==> config.mk <==
export PLATFORM = sky130hd
export DESIGN_NAME = fetch_stage
export DESIGN_NICKNAME = d
export VERILOG_FILES = /design/src/rtl/fetch_stage.sv
export SDC_FILE = /design/constraint.sdc
export NUM_CORES = 1
export LEC_CHECK = 0
export ABC_AREA = 1
export CAP_MARGIN = 25
export CORE_MARGIN = 5
export CORE_UTILIZATION = 50
export DETAILED_ROUTE_END_ITERATION = 10
export GPL_TIMING_DRIVEN = 0
export PLACE_DENSITY = 0.92
export REMOVE_ABC_BUFFERS = 1
export SYNTH_ARGS = -nofsm -noshare
export SYNTH_HDL_FRONTEND = slang
export SYNTH_SLANG_ARGS = --single-unit
==> constraint.sdc <==
create_clock -name clk -period 4.8 [get_ports clk]
set_input_delay 0.96 -clock clk [delete_from_list [all_inputs] [get_ports clk]]
set_output_delay 0.96 -clock clk [all_outputs]
set_load 0.01 [all_outputs]
==> src/rtl/fetch_stage.sv <==
// rtl/fetch_stage.sv - instruction fetch stage with IF/ID register
// Single outstanding imem request; FETCH/WAIT/HOLD controller with flush-drop tracking.
module fetch_stage #(
  parameter logic [31:0] RESET_PC  = 32'h0000_0000,
  parameter logic [31:0] NOP_INSTR = 32'h0000_0013
) (
  input  logic        clk,
  input  logic        reset,
  input  logic        stall_IFID,
  input  logic        flush,
  input  logic [31:0] branch_target,
  output logic        imem_req_valid,
  output logic [31:0] imem_req_addr,
  input  logic        imem_req_ready,
  input  logic        imem_rsp_valid,
  input  logic [31:0] imem_rsp_data,
  output logic        ifid_valid,
  output logic [31:0] ifid_pc,
  output logic [31:0] ifid_instr,
  output logic [31:0] ifid_pc_plus4
);

  typedef enum logic [1:0] {S_FETCH = 2'd0, S_WAIT = 2'd1, S_HOLD = 2'd2} state_t;

  state_t      r_state;
  logic [31:0] r_pc;
  logic        r_drop;
  logic [31:0] r_buf;
  logic        r_ifid_valid;
  logic [31:0] r_ifid_pc;
  logic [31:0] r_ifid_instr;

  state_t      w_state_nxt;
  logic [31:0] w_pc_nxt;
  logic        w_drop_nxt;
  logic [31:0] w_buf_nxt;
  logic        w_ifid_valid_nxt;
  logic [31:0] w_ifid_pc_nxt;
  logic [31:0] w_ifid_instr_nxt;
  logic        w_hs;
  logic        w_deliver;
  logic [31:0] w_deliver_instr;

  assign imem_req_valid = (r_state == S_FETCH) && !reset;
  assign imem_req_addr  = r_pc;
  assign w_hs           = imem_req_valid && imem_req_ready;

  assign ifid_valid     = r_ifid_valid;
  assign ifid_pc        = r_ifid_pc;
  assign ifid_instr     = r_ifid_instr;
  assign ifid_pc_plus4  = r_ifid_pc + 32'd4;

  always_comb begin
    w_state_nxt      = r_state;
    w_pc_nxt         = r_pc;
    w_drop_nxt       = r_drop;
    w_buf_nxt        = r_buf;
    w_deliver        = 1'b0;
    w_deliver_instr  = imem_rsp_data;
    w_ifid_valid_nxt = r_ifid_valid;
    w_ifid_pc_nxt    = r_ifid_pc;
    w_ifid_instr_nxt = r_ifid_instr;

    case (r_state)
      S_FETCH: begin
        if (w_hs) begin
          w_state_nxt = S_WAIT;
          w_drop_nxt  = flush;
        end
      end
      S_WAIT: begin
        if (flush) begin
          // A response arriving with the flush is the victim itself; otherwise drop the later one.
          w_state_nxt = imem_rsp_valid ? S_FETCH : S_WAIT;
          w_drop_nxt  = !imem_rsp_valid;
        end else if (imem_rsp_valid) begin
          w_state_nxt = S_FETCH;
          w_drop_nxt  = 1'b0;
          if (!r_drop) begin
            if (stall_IFID) begin
              w_buf_nxt   = imem_rsp_data;
              w_state_nxt = S_HOLD;
            end else begin
              w_deliver = 1'b1;
            end
          end
        end
      end
      S_HOLD: begin
        w_deliver_instr = r_buf;
        if (flush) begin
          w_state_nxt = S_FETCH;
        end else if (!stall_IFID) begin
          w_deliver   = 1'b1;
          w_state_nxt = S_FETCH;
        end
      end
      default: begin
        w_state_nxt = S_FETCH;
        w_drop_nxt  = 1'b0;
      end
    endcase

    if (flush) begin
      w_pc_nxt         = branch_target & 32'hFFFF_FFFC;
      w_ifid_valid_nxt = 1'b0;
      w_ifid_pc_nxt    = 32'd0;
      w_ifid_instr_nxt = NOP_INSTR;
    end else if (!stall_IFID) begin
      if (w_deliver) begin
        w_pc_nxt         = r_pc + 32'd4;
        w_ifid_valid_nxt = 1'b1;
        w_ifid_pc_nxt    = r_pc;
        w_ifid_instr_nxt = w_deliver_instr;
      end else begin
        w_ifid_valid_nxt = 1'b0;
        w_ifid_pc_nxt    = 32'd0;
        w_ifid_instr_nxt = NOP_INSTR;
      end
    end
  end

  always_ff @(posedge clk) begin
    if (reset) begin
      r_state      <= S_FETCH;
      r_pc         <= RESET_PC;
      r_drop       <= 1'b0;
      r_buf        <= NOP_INSTR;
      r_ifid_valid <= 1'b0;
      r_ifid_pc    <= 32'd0;
      r_ifid_instr <= NOP_INSTR;
    end else begin
      r_state      <= w_state_nxt;
      r_pc         <= w_pc_nxt;
      r_drop       <= w_drop_nxt;
      r_buf        <= w_buf_nxt;
      r_ifid_valid <= w_ifid_valid_nxt;
      r_ifid_pc    <= w_ifid_pc_nxt;
      r_ifid_instr <= w_ifid_instr_nxt;
    end
  end

endmodule

==> out/metrics.csv <==
metric;value;unit
grt_pass1_wl;34600;um
ys_seq_area_share;37.8;%
gp_congestion;0.880;
cellLeakagePower;3.75;nW
p_comb_share;9.9;%
vias;7427;
fp.dieArea;0.0160;mm2
clk_latency;0.43;ns
cts_tree;done;
area_growth;38.0;%
worst_ir_drop_vdd;0.000260;V
setup-tns-final;0;ns
fin_skew;0.00711;ns
synthTopCellsByCount;nand2_1, dfxtp_1, nor2_1;
slew_viol_final;0;
power.internal;1.97;mW
hold_viol;0;
grt_pass1_vias;7304;
ctsResizeCount;0;
setup_ws;0.939;ns
tightest_slew;1.03;ns
ys.flop_type;dfxtp_1;
post-route-min-period;3.86;ns
drive_gt1_share;4.60;%
status;finished clean;
syn_inst;1062;
drc;0;
min_period_over_period;80.4;%
ant_nets;0;
pre_cts_ws;0.680;ns
cts_inserted_buffers;17;
crit_type;reg2reg;
final_area;0.00935;mm2
cp-end-kind;flop;
core_area;0.0132;mm2
cap_viol_max_count;0;
via_per_inst;5.25;
fmax;0.259;GHz
antenna_found_initial;1;
async_reset_ff_share;0;%
wirelength;21200;um
place_area;0.00880;mm2
switchingPower;0.618;mW
seqPwrFrac;43.4;%
sw_frac_of_total;23.9;%
cp.required;5.12;ns
rsz0062_at_grt;false;
grt_overflow_total;0;
power.total;2.58;mW
hpwl;15200;um
yosysMostFrequentCell;nand2_1;
cts_hold_buffers;0;
start_util;51.2;%
synth_edf_count;0;
syn_area_per_cell;6.38;um2
root_buffer;clkbuf_16;
reg2reg_slack;0.94;ns
relSlewSlack;31.3;%
cts_buffer_depth;2;
wire_per_inst;14.9;um
die_y;126;um
whs_path_depth;2;
drt_pass1_iterations;5;
grt_max_degree;61;
first_iter_violations;412;
diodes;0;
hold_path.class;reg2reg;
clk_pin_slew;0.05;ns
row_count;42;
worstPathArrival;4.18;ns
clock_sinks;128;
pwr-share-clk;46.7;%
synth_top_area_cell;dfxtp_1;
ys_ff_latch;128;
track_usage;26.2;%
port_buffers;191;
rr_worst_depth;12;
critical_path.max_fanout;52;
fin_util;70.6;%
power_density;276;mW/mm2
htreeDepth;4;
die_w;126;um
layout.nets;1304;
syn_area;0.00678;mm2
ys_types;33;
yosysWarningCount;0;
setup_violations;0;
ios;200;
yosysTopAreaCellShare;37.8;%
synth_area_leaders;dfxtp_1, nand2_1, a21oi_1;
critical_path.startpoint_type;flop;
post-cts-setup-buffers;0;
## critical path, stage by stage (launching register included)
cell and delay, ns:
dfxtp_1 0.37, inv_1 0.09, ha_1 0.42, buf_16 0.26, inv_1 0.75, nand2_1 0.13
nand2_1 0.42, clkinv_2 0.58, buf_12 0.39, nand2_1 0.11, nor2_1 0.05, nor2_1 0.10
a21oi_1 0.06
## routing by layer
metal	global-route usage, %	vias up	wire, um
met5	0	-	13
met4	12.1	2	695
met3	9.42	53	2140
met2	44.8	318	10200
met1	29.3	3397	8130
li1	-	3657	-
## registers in the layout, indices dropped and copies added (netlist names)
signal / cells
ifid_instr: 32
r_buf: 32
ifid_pc: 30
imem_req_addr: 30
r_state: 2
ifid_valid: 1
r_drop: 1
## layout make-up
cell class | count | area, um2
clock buffer | 23 | 488
multi-input combinational | 782 | 3560
clock inverter | 7 | 60.1
sequential | 128 | 2560
tap | 176 | 220
timing repair buffer | 198 | 2070
inverter | 102 | 385
fill | 1087 | 3890
## power by group through the flow
stage | clock, mW | sequential [mW] | combinational, mW
after floorplan | 0 | 1.14 | 0.100
after global placement | 0 | 1.14 | 0.237
after detailed placement | 0 | 1.14 | 0.255
after CTS | 1.22 | 1.12 | 0.257
after global routing | 1.27 | 1.12 | 0.284
final | 1.21 | 1.12 | 0.256
## worst paths after layout
path                             to       start
setup / recovery  imem_req_addr[18]  r_state[0]
hold / removal             r_buf[1]    r_buf[1]
setup reg to reg  imem_req_addr[18]  r_state[0]
hold reg to reg            r_buf[1]    r_buf[1]
## cell usage in the layout, fill, tap and decap left out, drive strengths merged, types with 3 or more instances in the layout
cell type      count
a21oi             91
ha                 5
conb               6
nor3b              3
inv               99
nand3             50
xor2              29
nor2             121
nor3               9
o21ai             56
nor4               5
buf                8
clkdlybuf4s50    190
clkbuf            23
dfxtp            128
xnor2              8
nand2            379
nand4             11
a31oi              4
clkinv             9
## per-stage QoR
step	std cells	hold WS, ns
6_report	1416	0.459
5_1_grt	1416	0.486
4_1_cts	1416	0.461
3_5_place_dp	1386	0.447
3_3_place_gp	1379	0.438
2_1_floorplan	1012	0.429
## cells by family after synthesis
kind of cell / count (synthesis) / synth area share (%)
and+or+nand+nor: 579 / 34.8
buffers and inverters: 157 / 9.92
AOI/OAI and AO/OA: 155 / 11.7
DFF: 128 / 37.8
xor gates and xnor gates: 37 / 4.78
adders and majority gates: 5 / 0.923
other: 1 / 0.0553
No activity file was read; power rests on OpenSTA's default activity.
